--- config.mk ---
export PLATFORM = sky130hd
export DESIGN_NAME = ps2out_flat
export DESIGN_NICKNAME = d
export VERILOG_FILES = /design/src/rtl/ps2_pkg.sv /design/src/rtl/ps2out_if.sv /design/src/rtl/ps2_line_sync.sv /design/src/rtl/ps2out.sv /design/src/flat_wrapper.sv
export SDC_FILE = /design/constraint.sdc
export NUM_CORES = 1
export LEC_CHECK = 0
export CORE_MARGIN = 2
export CORE_UTILIZATION = 45
export DETAILED_ROUTE_END_ITERATION = 10
export PLACE_DENSITY = 0.66
export SETUP_SLACK_MARGIN = 0.5
export SYNTH_ARGS = -nofsm -noshare
export SYNTH_HDL_FRONTEND = slang
export SYNTH_SLANG_ARGS = --single-unit
--- constraint.sdc ---
create_clock -name clk -period 1.8 [get_ports clk]
set_input_delay 0.27 -clock clk [delete_from_list [all_inputs] [get_ports clk]]
set_output_delay 0.27 -clock clk [all_outputs]
set_load 0.01 [all_outputs]
--- src/rtl/ps2_pkg.sv ---
// ps2_pkg: shared states, PS/2 command bytes and the microsecond-to-cycle helper
package ps2_pkg;
    typedef enum logic [2:0] {IDLE, INHIBIT, REQ, BITS, ACK, WAIT_IDLE} state_t;
    localparam logic [7:0] CMD_SET_LEDS = 8'hED;
    localparam logic [7:0] CMD_RESET    = 8'hFF;
    localparam logic [7:0] CMD_ENABLE   = 8'hF4;
    localparam logic [7:0] ACK_BYTE     = 8'hFA;
    function automatic int us_to_cyc(input int hz, input int us);
        return (hz / 1000) * us / 1000;
    endfunction
endpackage

--- src/rtl/ps2out_if.sv ---
// ps2out_if: command handshake between system logic and the PS/2 transmitter
interface ps2out_if;
    logic       send;
    logic [7:0] data;
    logic       ready;
    logic       done;
    logic       err;
    modport master (output send, data, input ready, done, err);
    modport slave (input send, data, output ready, done, err);
endinterface

--- src/rtl/ps2_line_sync.sv ---
// ps2_line_sync: 2-flop synchronizer for a PS/2 pin plus falling-edge detect
module ps2_line_sync (
    input  logic clk,
    input  logic res,
    input  logic pin,
    output logic lvl,
    output logic fe
);
    logic [2:0] sr;
    // two sync stages, third stage holds the previous synchronized level; idle lines read high
    always_ff @(posedge clk)
        sr <= !res ? 3'b111 : {sr[1:0], pin};
    assign lvl = sr[1];
    assign fe  = sr[2] & ~sr[1];
endmodule

--- src/rtl/ps2out.sv ---
// ps2out: PS/2 host-to-device transmitter; define PS2OUT_TIMEOUT_EN to add the frame timeout abort
module ps2out
    import ps2_pkg::*;
#(
    parameter int CLK_HZ     = 25_152_000,
    parameter int INHIBIT_US = 100,
    parameter int TIMEOUT_US = 15_000
) (
    input  logic     clk,
    input  logic     res,
    ps2out_if.slave  bus,
    input  logic     ps2clk_in,
    input  logic     ps2data_in,
    output logic     ps2clk_oe,
    output logic     ps2data_oe
);
    localparam int INHIBIT_CYC = us_to_cyc(CLK_HZ, INHIBIT_US);
    localparam int CW = $clog2(INHIBIT_CYC);
    localparam logic [CW-1:0] INH_LAST = CW'(INHIBIT_CYC - 1);

    state_t        state, nxt;
    logic [CW-1:0] cnt;
    logic [3:0]    idx;
    logic [9:0]    frame;
    logic          drive, ack_ok, tmo;
    logic          clk_lvl, clk_fe, dat_lvl, unused_dat_fe;

    ps2_line_sync u_clk (.clk(clk), .res(res), .pin(ps2clk_in), .lvl(clk_lvl), .fe(clk_fe));
    ps2_line_sync u_dat (.clk(clk), .res(res), .pin(ps2data_in), .lvl(dat_lvl), .fe(unused_dat_fe));

`ifdef PS2OUT_TIMEOUT_EN
    localparam int TIMEOUT_CYC = us_to_cyc(CLK_HZ, TIMEOUT_US);
    localparam int TW = $clog2(TIMEOUT_CYC + 1);
    logic [TW-1:0] tcnt;
    // elapsed cycles since the clock line was released to the device
    always_ff @(posedge clk)
        tcnt <= (!res || state inside {IDLE, INHIBIT, REQ}) ? '0 : tcnt + 1'b1;
    assign tmo = tcnt == TW'(TIMEOUT_CYC);
`else
    assign tmo = 1'b0;
`endif

    // state register
    always_ff @(posedge clk)
        state <= !res ? IDLE : nxt;

    // next state and the end-of-transfer report
    always_comb begin
        nxt      = state;
        bus.done = 1'b0;
        bus.err  = 1'b0;
        if (tmo) begin
            nxt      = IDLE;
            bus.done = 1'b1;
            bus.err  = 1'b1;
        end else begin
            case (state)
                IDLE:      nxt = bus.send ? INHIBIT : IDLE;
                INHIBIT:   nxt = cnt == INH_LAST ? REQ : INHIBIT;
                REQ:       nxt = BITS;
                BITS:      nxt = (clk_fe && idx == 4'd9) ? ACK : BITS;
                ACK:       nxt = clk_fe ? WAIT_IDLE : ACK;
                WAIT_IDLE: begin
                    if (clk_lvl && dat_lvl) begin
                        nxt      = IDLE;
                        bus.done = 1'b1;
                        bus.err  = ~ack_ok;
                    end
                end
                default:   nxt = IDLE;
            endcase
        end
    end

    // frame shifter: start bit driven from REQ, one bit advanced per device falling edge
    always_ff @(posedge clk) begin
        if (!res) begin
            cnt    <= '0;
            idx    <= '0;
            frame  <= '0;
            drive  <= 1'b0;
            ack_ok <= 1'b0;
        end else begin
            cnt    <= state == INHIBIT ? cnt + 1'b1 : '0;
            idx    <= state != BITS ? 4'd0 : idx + 4'(clk_fe);
            frame  <= (state == IDLE && bus.send) ? {1'b1, ~^bus.data, bus.data} : frame;
            drive  <= nxt == IDLE ? 1'b0 : nxt == REQ ? 1'b1 : (state == BITS && clk_fe) ? ~frame[idx] : drive;
            ack_ok <= (state == ACK && clk_fe) ? ~dat_lvl : ack_ok;
        end
    end

    assign bus.ready  = state == IDLE;
    assign ps2clk_oe  = state == INHIBIT || state == REQ;
    assign ps2data_oe = drive & ~tmo;
endmodule

--- src/flat_wrapper.sv ---
// flat-port wrapper written by rule: the top's interface ports become plain ports
module ps2out_flat import ps2_pkg::*;
#(
    parameter int CLK_HZ     = 25_152_000,
    parameter int INHIBIT_US = 100,
    parameter int TIMEOUT_US = 15_000
)
  (clk, res, ps2clk_in, ps2data_in, ps2clk_oe, ps2data_oe, bus_send, bus_data, bus_ready, bus_done, bus_err);
  ps2out_if bus_i ();
  input  logic clk;
  input  logic res;
  input  logic ps2clk_in;
  input  logic ps2data_in;
  output logic ps2clk_oe;
  output logic ps2data_oe;
  input wire logic [$bits(bus_i.send)-1:0] bus_send;
  input wire logic [$bits(bus_i.data)-1:0] bus_data;
  output wire logic [$bits(bus_i.ready)-1:0] bus_ready;
  output wire logic [$bits(bus_i.done)-1:0] bus_done;
  output wire logic [$bits(bus_i.err)-1:0] bus_err;
  assign bus_i.send = bus_send;
  assign bus_i.data = bus_data;
  assign bus_ready = bus_i.ready;
  assign bus_done = bus_i.done;
  assign bus_err = bus_i.err;
  ps2out #(.CLK_HZ(CLK_HZ), .INHIBIT_US(INHIBIT_US), .TIMEOUT_US(TIMEOUT_US)) u_core (.clk(clk), .res(res), .bus(bus_i), .ps2clk_in(ps2clk_in), .ps2data_in(ps2data_in), .ps2clk_oe(ps2clk_oe), .ps2data_oe(ps2data_oe));
endmodule
* After elaboration in Yosys (flattened, before gate mapping) *
Cells that the tools add are included.
Widths: inputs -> output; s select.

operators by class
  reduce and logical (&&, ||, !) cells = 13
  bitwise logic cells = 6
  add/sub/neg operators = 2
  shifts and indexed selects = 0
  $mul = 0
  magnitude comparators = 1
  muxes and demuxes = 14
  equality and inequality tests = 9
  divide/modulo/power cells = 0

operators with widths
  cell                   number
  $pmux 3 s6             1
  $add 12x1->12 const B  1
  $eq 12x12->1 const B   1
  $eq 3x2->1 const B     3
  $mux 1                 9
  $reduce_xnor 8->1      1
  $eq 3x3->1 const B     2
  $logic_not 3->1        2
  $mux 3                 2
  $logic_and 1x1->1      5
  $lt 4x5->1 const B     1
  $not 1->1              5
  $add 4x1->4            1
  $bmux 1 s4             1
  $eq 4x4->1 const B     1
  $reduce_or 2->1        2
  $eq 3x1->1 const B     1
  $ne 3x2->1 const B     1
  $mux 2                 1
  $reduce_and 2->1       1
  $reduce_bool 2->1      1
  $and 1x1->1            1
  $logic_or 1x1->1       1

storage, ports and cells
  logic and storage cells = 53
  ROM bits = 0
  input bits = 13
  output and inout bits = 5
  memory bits (writable) = 0
  memories kept = 0
  register bits = 36
  latch bits = 0

* Depth between registers and ports, before layout *
Gate-level depths: netlist of the first run.

  word-level depth = 7
  gate-level depth with buffers = 6
  gate-level depth less buffers = 6

* Cells and area by module *
Synthesis of the first run repeated with hierarchy kept, for this count alone.

unflattened totals
  cells, all modules = 189
  area total of the unflattened synthesis = 1665.3 µm²

by module, submodules not included
  module         instances  cells each  seq. area each (µm²)  area each (µm²)
  ps2out         1          175         620.6                 1495.2
  ps2_line_sync  2          7           60.1                  85.1

* Least setup slack after synthesis of the first run *
No wires, ideal clock.

  kind = register -> register
  from = reg u_core.cnt[2]
  to = reg u_core.state[0]
  data arrival time = 1.329 ns
  cell stages (with the launch flop) = 5
  slack = 0.349 ns
  period minus slack after synthesis = 1.451 ns
  setup time = 0.122 ns
  required time = 1.678 ns
  path buffers = 0
  path through = dfxtp_1 or4b_1 nor3_2 nor2_1 o311a_1

between the ends
  cells in the longest elaborated chain, start to end = 3

RTL lines
  item                      RTL line      source
  start: declaration        ps2out.sv:22  logic [CW-1:0] cnt;
  start signal: assignment  ps2out.sv:84  cnt <= state == INHIBIT ? cnt + 1'b1 : '0;
  $eq 12x12->1              ps2out.sv:59  INHIBIT: nxt = cnt == INH_LAST ? REQ : INHIBIT;
  $mux 2                    ps2out.sv:59
  $pmux 3 s6                ps2out.sv:57  case (state)
  end signal: assignment    ps2out.sv:45  state <= !res ? IDLE : nxt;
  end: declaration          ps2out.sv:21  state_t state, nxt;

No other way between the ends.
A chain may end at the register's enable or synchronous reset.

* Worst setup path in the final report of the first run *
Ends and elaborated chain as after synthesis.

==> results of run 1 <==
## layout make-up
cell class | instances | area [sq um]
fillers | 287 | 1320
multi-input cells | 147 | 1060
flip-flops and latches | 36 | 742
repair buffers | 33 | 287
clock buffers | 5 | 68.8
well taps | 48 | 60.1
clock inverters | 3 | 42.5
inverters | 6 | 26.3
## how the worst min path moves through the flow
stage,from,endpoint,slack (ns),cells after the start
2_1_floorplan,res,u_core.u_dat.sr[1]$_SDFF_PN1_,0.34,1
3_3_place_gp,u_core.u_dat.sr[0]$_SDFF_PN1_,u_core.u_dat.sr[1]$_SDFF_PN1_,0.39,1
3_5_place_dp,u_core.u_dat.sr[0]$_SDFF_PN1_,u_core.u_dat.sr[1]$_SDFF_PN1_,0.40,1
4_1_cts,u_core.u_dat.sr[0]$_SDFF_PN1_,u_core.u_dat.sr[1]$_SDFF_PN1_,0.41,1
5_1_grt,u_core.u_dat.sr[0]$_SDFF_PN1_,u_core.u_dat.sr[1]$_SDFF_PN1_,0.43,1
6_report,u_core.u_dat.sr[0]$_SDFF_PN1_,u_core.u_dat.sr[1]$_SDFF_PN1_,0.41,1
## critical path, stage by stage (launching register included)
cell     delay (ns)
dfxtp_2        0.32
or4b_4         0.54
nor3_4         0.17
nor2_1         0.07
o311a_1        0.29
## kinds of logic (layout without fill, tap and decap cells)
logic type / count (synthesis) / after routing / share of synthesized area (%)
and+or+nand+nor: 94 / 95 / 27.4
DFF: 36 / 36 / 43.0
AOI/OAI and AO/OA: 24 / 24 / 10.1
xor gates and xnor gates: 20 / 20 / 10.5
buffers and inverters: 14 / 47 / 3.36
adders and majority gates: 4 / 4 / 2.99
muxes: 4 / 4 / 2.62
## flip-flops by register name, indices dropped and copies added, names as in the netlist
register           flops
u_core.state           3
u_core.cnt            12
u_core.frame          10
u_core.ps2data_oe      1
u_core.u_clk.sr        3
u_core.ack_ok          1
u_core.idx             4
u_core.u_dat.sr        2
## metal layers
metal	routed length (um)	up-vias	global-route usage (%)
li1	-	735	-
met1	1620	694	19.9
met2	2080	33	32.5
met3	143	11	5.90
met4	95	0	10.1
met5	0	-	0
## layout by cell type, fill, tap and decap left out, types with 3 or more instances in the layout
cell type | netlist | final
a21oi_1 | 9 | 9
buf_2 | 3 | 4
buf_4 | 0 | 13
clkbuf_8 | 0 | 5
clkdlybuf4s50_1 | 0 | 11
dfxtp_1 | 36 | 27
dfxtp_2 | 0 | 5
dfxtp_4 | 0 | 4
ha_1 | 4 | 3
inv_1 | 6 | 5
mux2_2 | 3 | 3
nand2_1 | 26 | 24
nand2b_1 | 8 | 6
nand3_1 | 9 | 7
nor2_1 | 25 | 21
nor2_2 | 0 | 3
nor3_1 | 6 | 3
nor4_2 | 0 | 3
o22ai_1 | 3 | 3
xnor2_1 | 16 | 16
xor2_1 | 4 | 4
## stage by stage
stage,util [%],setup WS (ns)
after CTS,58.3,0.287
after detailed placement,53.2,0.260
final,63.5,0.301
after floorplan,-,0.356
after global placement,53.2,0.282
after global routing,63.5,0.244
## power by group
part	switching, mW	total (mW)	internal (mW)
clock network	0.286	0.695	0.409
registers	0.0176	0.835	0.818
logic	0.0997	0.209	0.110
total	0.403	1.74	1.34
## repair_timing
| action | in CTS | in global routing |
|---|---|---|
| endpoints found under the setup margin | 35 | 34 |
| pin swaps | 2 | 16 |
| buffers inserted | 3 | 8 |
| cloned | 0 | 1 |
| hold endpoints to repair | 0 | 0 |
| gates resized for setup | 38 | 34 |
==> metrics, run 1 <==
status completed; number of diodes 0; Layout area overhead 36.7%; first-pass GRT wire length 6000 um; Nets 246; PortBufs 17; most instantiated library cell after synthesis dfxtp_1; share of the synthesized area in the top cell type 43.0%; cell taking the most area after synthesis dfxtp_1; ys flop type dfxtp_1; Initial DRC Count 97; DRC viols 0; Die X 65.0 um; ranking of synthesized cells by area dfxtp_1 43%, xnor2_1 8.4%, nand2_1 5.8%; number of max-cap violations 0; post-route setup TNS 0 ns; Initial Utilization 46.4%; Synth Instances 196; slew at the pin with the worst max-slew slack 0.525 ns; Fin Clk Skew 0.00555 ns; CTS Sinks 36; Post-Layout Cell Count 278; # setup viols final 0; synthesized area 0.00167 sq mm; antenna violations before repair 0; CP arrival 1.68 ns; Final ANT Viol Nets 0; min Tclk post-route 1.50 ns; Seq/Total Area, Yosys 43.0%; DR pass1 iterations 4; Power, Total 1.74 mW; Syn Area/Cell 8.54 sq um; die area 0.00422 sq mm; share of layout cells above drive strength 1 30.4%; vias per cell 5.30; post-route design area 0.00229 sq mm; Die Span Y 65.0 um; top cells by count, synth 36 x dfxtp_1, 26 x nand2_1, 25 x nor2_1; flops & latches, synth 36; flop2flop setup slack 0.30 ns; Max Slew Vio Count 0; Critical Path RT 1.98 ns; crit path capture type flip-flop; number of synthesized flops with an enable pin 0; Final period util 83.3%; Fmax 0.667 GHz; Crit. Startpoint u_core.cnt[2]$_SDFF_PN0_; Inst Count DP 258; number of distinct library cells after synthesis 38; routability congestion estimate 0.814; placed cell area 0.00192 sq mm; Critical Path End u_core.state[0]$_SDFF_PN0_; vias post-DR 1,473; Clock Tree Buf Depth 2; P_leak 0.842 nW; FF-to-FF Start u_core.cnt[2]$_SDFF_PN0_; CTS tree done; WHS 0.410 ns; # rows 22; Syn Nets 213; htree depth 2; r2r endpoint u_core.state[0]$_SDFF_PN0_; reg2reg path depth 4; largest net degree at the start of global routing 13; critical path class reg -> reg; GRT Overall Usage 18.6%; Clock Latency Late Sink 0.29 ns; I/O Pins 18; Hold Path Class reg -> reg; DP HPWL 2460 um; Rel. slew slack 64.9%; RSZ-0062 raised after global routing yes; CTS root buf clkbuf_8; GRT Residual Overflow 0; Max IR drop VDD 0.000462 V; clock-pin slew on the worst setup and hold paths 0.07 ns; vias in the first global route 1,410; final hold vios 0; total routed wirelength 3940 um; post-DR wirelength/cell 14.2 um; Async SR Flop Fraction 0%; Ys Warns 0; CTS Hold Bufs 0; crit path launch type flip-flop; Num CTS Buffers 5; Core Area 0.00361 sq mm; Power Density 760 mW/mm^2; CP Max Fanout 3
(Power assumes the default switching activity.)
==> run 2: changes to the inputs <==
==> constraint.sdc (replaced) <==
create_clock -name clk -period 1.4 [get_ports clk]
set_input_delay 0.21 -clock clk [delete_from_list [all_inputs] [get_ports clk]]
set_output_delay 0.21 -clock clk [all_outputs]
set_load 0.01 [all_outputs]
==> metrics, run 2 (synthesis results as in run 1) <==
status finished with violations; failing checks setup timing; Clock Latency Late Sink 0.29 ns (about the same); final core utilization 81.3% (+18 points); commonest non-fill, non-tap cell in the layout buf_4; Initial DRC Count 66 (-32%); WHS 0.343 ns (-0.0664 ns); clock-pin slew on the worst setup and hold paths 0.07 ns (about the same); CP Max Fanout 3 (unchanged); CP arrival 1.66 ns (-0.02 ns); PortBufs 17 (unchanged); CTS root buf clkbuf_8; GRT Overall Usage 24.8% (+6.2 points); placed cell area 0.00217 sq mm (+13%); first-pass GRT wire length 8000 um (+33%); I/O Pins 18 (unchanged); # rows 22 (unchanged); Clock Tree Buf Depth 2 (unchanged); post-route design area 0.00293 sq mm (+28%); crit path launch type flip-flop; DR pass1 iterations 4 (unchanged); Power Density 772 mW/mm^2 (+1.5%); CTS tree done; vias post-DR 1,633 (+11%); max reg flops 12 (unchanged); DP HPWL 2750 um (+12%); antenna violations before repair 0 (unchanged); Initial Utilization 46.4% (unchanged); routability congestion estimate 0.793 (-2.5%); Fmax 0.669 GHz (+0.37%); Rel. slew slack 60.8% (-4.2 points); share of layout cells above drive strength 1 63.0% (+33 points); Max IR drop VDD 0.000495 V (+7.1%); final hold vios 0 (unchanged); Worst Setup Slack, final -0.0939 ns (-0.395 ns); Power, Total 2.26 mW (+30%); Layout area overhead 75.1%; Num CTS Buffers 5 (unchanged); crit path capture type flip-flop; Most flops, register u_core.cnt; number of max-cap violations 0 (unchanged); number of diodes 0 (unchanged); Fin Clk Skew 0.00660 ns (+0.00106 ns); htree depth 2 (unchanged); Critical Path RT 1.57 ns (-0.41 ns); die area 0.00422 sq mm (unchanged); post-DR wirelength/cell 16.5 um (+16%); vias per cell 5.35 (+1.0%); Final ANT Viol Nets 0 (unchanged); Hold Path Class in -> reg; min Tclk post-route 1.49 ns (-0.00547 ns); slew at the pin with the worst max-slew slack 0.588 ns (+0.0632 ns); Core Area 0.00361 sq mm (unchanged); CTS Hold Bufs 0 (unchanged); Max Slew Vio Count 0 (unchanged); Largest regs u_core.cnt (12), u_core.frame (10), u_core.idx (4); total routed wirelength 5030 um (+28%); pre-CTS WS -0.0724 ns (-0.332 ns); P_leak 1.13 nW (+34%); RSZ-0062 raised after global routing yes; critical path class reg -> reg; Final period util 107% (+23 points); most frequent cells in the layout 26 x buf_4, 16 x buf_6, 15 x dfxtp_1; vias in the first global route 1,700 (+21%); # setup viols final 3 (+3); CTS Sinks 36 (unchanged); DRC viols 0 (unchanged); Die Span Y 65.0 um (unchanged); largest net degree at the start of global routing 12 (-1); Die X 65.0 um (unchanged); Nets 274 (+11%); GRT Residual Overflow 0 (unchanged)
run 2: layout make-up:
cell class / count / area [sq um]
multi-input cells: 149 / 1430
flip-flops and latches: 36 / 777
fillers: 197 / 674
repair buffers: 59 / 546
clock buffers: 7 / 96.3
well taps: 48 / 60.1
inverters: 6 / 22.5
run 2: timing repair:
action                                  4_1_cts  5_1_grt
resized for setup                           112       33
cloned                                        3        0
pin swaps                                    36       21
endpoints found under the setup margin       41       36
buffers inserted                             18        6
run 2: final timing paths:
check | slack [ns] | startpoint | cells after the start | endpoint
worst max-delay path | -0.09 | u_core.cnt[2]$_SDFF_PN0_ | 4 | u_core.state[0]$_SDFF_PN0_
worst min-delay path | 0.34 | bus_data[2] | 3 | u_core.frame[2]$_SDFFE_PN0P_
worst min register to register | 0.41 | u_core.u_dat.sr[0]$_SDFF_PN1_ | 1 | u_core.u_dat.sr[1]$_SDFF_PN1_
worst max register to register | -0.09 | u_core.cnt[2]$_SDFF_PN0_ | 4 | u_core.state[0]$_SDFF_PN0_
run 2: worst max-delay path, stage by stage (launching register included):
cell and delay, ns:
dfxtp_2 0.32, or4b_4 0.54, nor3_4 0.16, nor2_1 0.08, o311a_1 0.28
run 2: report_power, final:
part           switching, mW  internal [mW]  total, mW
sequential            0.0303           1.04       1.07
clock                  0.354          0.438      0.792
combinational          0.194          0.209      0.403
run 2: through the flow:
step                setup TNS, ns  std cells
finish                     -0.158        305
global route               -0.385        305
CTS                       -0.0534        299
detailed placement         -0.364        271
global placement          -0.0679        271
floorplan                 -0.0432        196
run 2: routing by layer:
layer,part of all wire [%],vias to the layer above,track usage (%)
met1,39,805,27.2
met2,58,27,46.6
met5,0,-,0
met3,2.5,8,5.03
met4,0.89,0,9.04
li1,-,793,-
